==> src/rtl/clk_period_meter.sv <==
// clk_period_meter
//
// Measures the period of a slow signal, sig_in, in clock_in cycles. sig_in is
// asynchronous to clock_in, so it is synchronized first. The next rising edge
// after a start request opens the measurement, and the rising edge after that
// closes it.
//
// Parameters
//   WIDTH       - width of the period result and of the cycle counter
//   SYNC_STAGES - synchronizer depth on sig_in (2..4)
//   MAX_COUNT   - abort limit in clock_in cycles (must be < 2**WIDTH)
//
// Ports
//   clock_in - sole clock; all state changes on its rising edge
//   reset    - asynchronous, active-high reset
//   sig_in   - signal under measurement (asynchronous to clock_in)
//   start    - one-cycle request to begin a measurement (ignored while busy)
//   period   - last measured period in clock_in cycles (registered)
//   valid    - one-cycle pulse: period has just been updated
//   busy     - high while a measurement is in progress
//   timeout  - one-cycle pulse: measurement aborted, no edge within MAX_COUNT
module clk_period_meter #(
  parameter int WIDTH       = 32,
  parameter int SYNC_STAGES = 2,
  parameter int MAX_COUNT   = 100_000_000
) (
  input  logic             clock_in,
  input  logic             reset,
  input  logic             sig_in,
  input  logic             start,
  output logic [WIDTH-1:0] period,
  output logic             valid,
  output logic             busy,
  output logic             timeout
);

  localparam logic [1:0] IDLE       = 2'd0;
  localparam logic [1:0] WAIT_FIRST = 2'd1;
  localparam logic [1:0] MEASURE    = 2'd2;

  localparam logic [WIDTH-1:0] MAX_CNT = WIDTH'(MAX_COUNT);
  localparam logic [WIDTH-1:0] ONE     = {{(WIDTH-1){1'b0}}, 1'b1};

  logic [SYNC_STAGES-1:0] sync_q;
  logic                   prev;
  logic                   rise;
  logic [1:0]             state;
  logic [WIDTH-1:0]       counter;
  logic [WIDTH-1:0]       counter_inc;

  // Synchronizer chain followed by one extra flop used only for edge detection.
  always_ff @(posedge clock_in or posedge reset) begin
    if (reset) begin
      sync_q <= '0;
      prev   <= 1'b0;
    end else begin
      sync_q <= {sync_q[SYNC_STAGES-2:0], sig_in};
      prev   <= sync_q[SYNC_STAGES-1];
    end
  end

  // Rise is high for exactly one cycle per synchronized low-to-high transition.
  assign rise = sync_q[SYNC_STAGES-1] & ~prev;

  // Saturating increment. Normally the MAX_COUNT limit stops the counter first,
  // but the counter must never wrap even if the limit sits at the top of range.
  assign counter_inc = (counter == '1) ? counter : counter + ONE;

  // Measurement FSM. The counter is loaded with 1 on the opening edge, so on the
  // closing edge it already holds t1 - t0. A closing edge that lands in the same
  // cycle as the limit is treated as a valid result, not a timeout.
  always_ff @(posedge clock_in or posedge reset) begin
    if (reset) begin
      state   <= IDLE;
      counter <= '0;
      period  <= '0;
      valid   <= 1'b0;
      busy    <= 1'b0;
      timeout <= 1'b0;
    end else begin
      valid   <= 1'b0;
      timeout <= 1'b0;
      case (state)
        IDLE: begin
          // A rise in this same cycle is deliberately not taken as the first edge.
          if (start) begin
            state   <= WAIT_FIRST;
            counter <= '0;
            busy    <= 1'b1;
          end
        end
        WAIT_FIRST: begin
          if (rise) begin
            state   <= MEASURE;
            counter <= ONE;
          end else if (counter == MAX_CNT) begin
            state   <= IDLE;
            busy    <= 1'b0;
            timeout <= 1'b1;
          end else begin
            counter <= counter_inc;
          end
        end
        MEASURE: begin
          if (rise) begin
            state  <= IDLE;
            busy   <= 1'b0;
            period <= counter;
            valid  <= 1'b1;
          end else if (counter == MAX_CNT) begin
            state   <= IDLE;
            busy    <= 1'b0;
            timeout <= 1'b1;
          end else begin
            counter <= counter_inc;
          end
        end
        default: begin
          state <= IDLE;
          busy  <= 1'b0;
        end
      endcase
    end
  end

endmodule

==> config.mk <==
export PLATFORM = sky130hd
export DESIGN_NAME = clk_period_meter
export DESIGN_NICKNAME = d
export VERILOG_FILES = /design/src/rtl/clk_period_meter.sv
export SDC_FILE = /design/constraint.sdc
export NUM_CORES = 1
export LEC_CHECK = 0
export CAP_MARGIN = 20
export CORE_AREA = 2 2 89 91
export CTS_CLUSTER_SIZE = 14
export DETAILED_ROUTE_END_ITERATION = 7
export DIE_AREA = 0 0 91 93
export PLACE_DENSITY = 0.74
export SLEW_MARGIN = 15
export SYNTH_ARGS = -nofsm -noshare
export SYNTH_HDL_FRONTEND = slang
export SYNTH_SLANG_ARGS = --single-unit
==> constraint.sdc <==
create_clock -name clock_in -period 2.6 [get_ports clock_in]
set_input_delay 0.65 -clock clock_in [delete_from_list [all_inputs] [get_ports clock_in]]
set_output_delay 0.65 -clock clock_in [all_outputs]
set_load 0.005 [all_outputs]
# Yosys cells after proc, flatten, opt, wreduce, memory -nomap -nowiden
# Index checks and enable logic that the tools add are counted.
# word_totals
reg_bits,72
input_bits,4
# classes
eq_ne,7
mux,21
add_sub_neg,1
bitwise_logic,2
n_reduce_logical,6
# ops
operator,n
2-to-1 mux 32 bit,5
case mux 32 bit (3 select lines),1
"adder 32 x 1 -> 32 bit, second input constant",1
"equality test 32 x 27 -> 1 bit, second input constant",1
"equality test 32 bit, second input constant",1
2-to-1 mux 1 bit,9
2-to-1 mux 2 bit,4
"!= test 2 bit, second input constant",3
case mux 2 bit (3 select lines),1
AND reduction 2 bit,2
case mux 1 bit (3 select lines),1
AND reduction 3 bit,1
nonzero test 3 bit,1
"equality test 2 x 1 -> 1 bit, second input constant",1
"equality test 2 bit, second input constant",1
logical NOT 2 bit,1
OR reduction 2 bit,1
bitwise AND 1 bit,1
NOT 1 bit,1

# Depth between registers and ports, before layout
# logic_depth
word_depth,5
mapped_depth,10
depth_no_buf,8

# Worst setup path before layout
# Ideal clock, no wire load.
# synth_path
kind,reg-to-reg
start,reg state[0]
end,reg counter[16]
path_buffers,2
path_slack_ps,391
t_arrival_ps,2088
stages_incl_launch_ff,9
path_cell_list,dfrtp_1 > inv_1 > ha_1 > or3b_2 > and2_1 > nor2_1 > clkbuf_1 > buf_2 > nor2_1
# synth_via
elab_chain_len,3
elab_cells_between_ends,8
cone_classes,eq/ne: 4; mux: 1; reduce/logical: 3
# synth_rtl
item,line,text
start: declaration,47,logic [1:0] state;
start signal: assignment,74,state <= IDLE;
start signal: assignment,87,state <= WAIT_FIRST;
start signal: assignment,94,state <= MEASURE;
equality test 2 bit (tied with other cells),83,case (state)
!= test 2 bit (no source line) or nonzero test 3 bit (tied branches),-,
AND reduction 3 bit (no source line),-,
end signal: assignment,101,counter <= counter_inc;
end signal: assignment,115,counter <= counter_inc;
end: declaration,48,logic [WIDTH-1:0] counter;
# Several ways; a longest one is shown, not always the timed one.
# A chain may end at the register's enable or synchronous reset.

# Final worst setup path
# layout_path
start,reg counter[0]
end,reg counter[15]
# layout_via
elab_chain_len,5
elab_cells_between_ends,8
cone_classes,add/sub: 1; eq/ne: 2; mux: 5
# layout_rtl
item,line,text
adder 32 x 1 -> 32 bit or equality test 32 bit (tied branches),67,assign counter_inc = (counter == '1) ? counter : counter + ONE;
2-to-1 mux 32 bit,67,
2-to-1 mux 32 bit (*),"96, 110",
2-to-1 mux 32 bit (on tied branches),"105, 93",
case mux 32 bit (3 select lines) (*),83,
# Every way passes the cells marked *; elsewhere a longest branch is shown, timed or not. The select of a mux whose other input is x is not followed.

==> results.md <==
- CP Launch Type: flip-flop
- Clock slew at reported path FFs: 0.07 ns
- DRC violations left: 0
- Int Pwr: 2050 µW
- Critical Path RT: 2.88 ns
- Ys flop type: dfrtp_1
- Worst-Margin Slew: 0.582 ns
- Maximum clock rate: 431 MHz
- Post-synth EDFFs: 0
- Worst Setup Path Type: flip-flop to flip-flop
- Die Span X: 91 µm
- Critical Path AT: 2.60 ns
- RePlAce Congestion: 0.914
- Hold Path Class: flip-flop to flip-flop
- Total power: 2970 µW
- Ant. Diodes: 0
- CTS resizes: 0
- RSZ-0062 raised after global routing: false
- Post-synthesis async set-or-reset flop share: 100%
- Util after Layout: 60.0%
- Post-Synthesis Cells: 411
- First-pass GRT wire length: 15600 µm
- Synth cell types: 54
- Min Hold Slack: 0.361 ns
- Cell area after synthesis: 0.00370 mm²
- Initial antenna violation count: 0
- Clock Path Buffers: 2
- CTS tree: built
- Initial Utilization: 49.1%
- Setup TNS: 0 ns
- Die area: 0.00846 mm²
- Crit path time final: 2.32 ns
- Htree depth: 3
- IO buf count: 38
- Final slew viol count: 0
- Post-CTS Setup Bufs: 0
- Area of the core: 0.00753 mm²
- VDD IR max: 0.398 mV
- Inst Count DP: 549
- Area delta synth->final: 22.2%
- Final setup fails: 0
- Clk_skew: 0.00784 ns
- Status: complete, no violations
- Via Count: 3262
- Fin nets: 468
- DRT iter0 DRCs: 297
- Overall routing resource usage: 23.3%
- Post-Layout Cell Count: 565
- Maxcap violations: 0
- Final Hold Viols: 0
- Gate power share: 22.8%
- Syn_area_per_cell: 8.99 µm²
- FF+latch area: 0.00180 mm²
- CP endpoint kind: flip-flop
- Hold_buf cts: 0
- Clock buffer count from CTS: 9
- HPWL after detailed placement: 6550 µm
- Yosys reg bits: 72
- Clock Latency Late Sink: 0.35 ns
- Routed vias/inst: 5.77
- Syn. warnings: 0
- GRT Residual Overflow: 0
- Most frequent cells in the layout: nand2_1, dfrtp_1, clkdlybuf4s50_1
- Die Y-Extent: 93 µm
- Slew HR: 60.8%
- Remaining antenna violation count after routing: 0
- Final WL: 9310 µm
- Most common cell after layout, fill and taps aside: nand2_1
- Crit-path max FO: 6
- PwrDens: 657 mW/mm²
- Row count: 32
- Register area share after synthesis: 48.7%
- Per-cell routed wire length: 16.5 µm
- Clock network fraction of total power: 36.2%
- Largest net degree at the start of global routing: 73
- 1st-pass router iterations: 5
- Tcrit/Tclk final: 89.2%
- Syn_nets: 421
- Sequential share of power: 40.9%
- Filler cell count: 706
- CTS Sinks: 72
- Sw frac: 30.8%
- IO Pins: 39
- Leakage Power: 0.00201 µW
- Clk root buf: clkbuf_8
- Multi-input gate area: 0.00175 mm²
- Net Switching: 914 µW
- Layout cell share with drive strength beyond 1: 11.9%
- Via count of the first global-routing pass: 3258
[area by class of cell]
| class | instances | area share [%] |
|---|---|---|
| flip-flops and latches | 72 | 39.9 |
| multi-input cells | 305 | 38.8 |
| repair buffers | 59 | 12.2 |
| well taps | 102 | 2.83 |
| clock buffers | 9 | 2.74 |
| clock inverters | 7 | 2.66 |
| inverters | 11 | 0.914 |
[registers in the layout, summed over array words and instances, names as in the netlist]
name     flops
counter     32
period      32
state        2
sync_q       2
busy         1
prev         1
timeout      1
valid        1
[metal layers]
layer | vias up | part of all wire [%] | track usage (%) | routed length, µm
met5 | - | 0 | 0 | 0
met4 | 0 | 2.2 | 10.9 | 208
met3 | 23 | 5.8 | 5.56 | 537
met2 | 119 | 49 | 38.4 | 4530
met1 | 1561 | 43 | 29.2 | 4040
li1 | 1559 | - | - | -
[logic make-up after synthesis]
kind of cell	Yosys count	synth area share, %
and+or+nand+nor	228	32.4
DFF	72	48.7
buffers and inverters	34	3.86
AOI/OAI and AO/OA	65	11.5
muxes	1	0.271
adders and majority gates	6	2.03
xor gates and xnor gates	5	1.19
[path summary, 6_finish.rpt]
path                                     to  slack, ns  cells after the start       start
worst max-delay path            counter[15]       0.28                      7  counter[0]
worst min-delay path              sync_q[1]       0.36                      0   sync_q[0]
worst max register to register  counter[15]       0.28                      7  counter[0]
worst min register to register    sync_q[1]       0.36                      0   sync_q[0]
max in group asynchronous        counter[1]       1.59                      3       reset
min in group asynchronous        period[27]       0.67                      3       reset
[per-stage QoR]
step | instance area, µm² | setup slack, ns
final | 4520 | 0.281
after detailed placement | 4270 | 0.154
after global routing | 4520 | 0.0942
after global placement | 4270 | 0.235
after CTS | 4520 | 0.298
after floorplan | 3700 | 0.125
[cells in the mapped netlist, drive strengths merged, types with 2 or more instances]
master | instances | area, µm²
or3 | 12 | 80.1
nand3 | 12 | 60.1
and3 | 6 | 37.5
and2 | 2 | 12.5
or4 | 13 | 105
inv | 11 | 41.3
nor3 | 10 | 66.3
o21a | 2 | 15.0
nand2b | 2 | 12.5
clkbuf | 11 | 41.3
a21oi | 15 | 75.1
and4 | 3 | 26.3
o21ai | 20 | 100
nand2 | 112 | 423
o211ai | 6 | 50.1
ha | 6 | 75.1
nor4 | 10 | 77.6
xor2 | 2 | 17.5
a31oi | 2 | 12.5
o41ai | 2 | 17.5
nor2b | 4 | 25.0
o311ai | 4 | 35.0
nor4b | 6 | 52.6
buf | 12 | 60.1
xnor2 | 3 | 26.3
a31o | 2 | 17.5
dfrtp | 72 | 1800
nand4 | 16 | 115
nor2 | 12 | 45.0
o31ai | 6 | 45.0
or2 | 4 | 25.0
[worst max-delay path, cell delays in order (launching register included)]
cell	delay [ns]
dfrtp_1	0.45
ha_1	0.26
nand4_1	0.16
or4_1	0.65
o2111ai_1	0.35
buf_4	0.18
o21ai_0	0.06
a21oi_1	0.13
[power groups by stage]
stage               logic, µW  clock network (µW)  registers, µW
finish                    678                1080           1210
floorplan                 432                   0           1230
detailed placement        659                   0           1230
global placement          647                   0           1230
CTS                       661                1090           1210
global route              734                1140           1220
(Power assumes the default switching activity.)
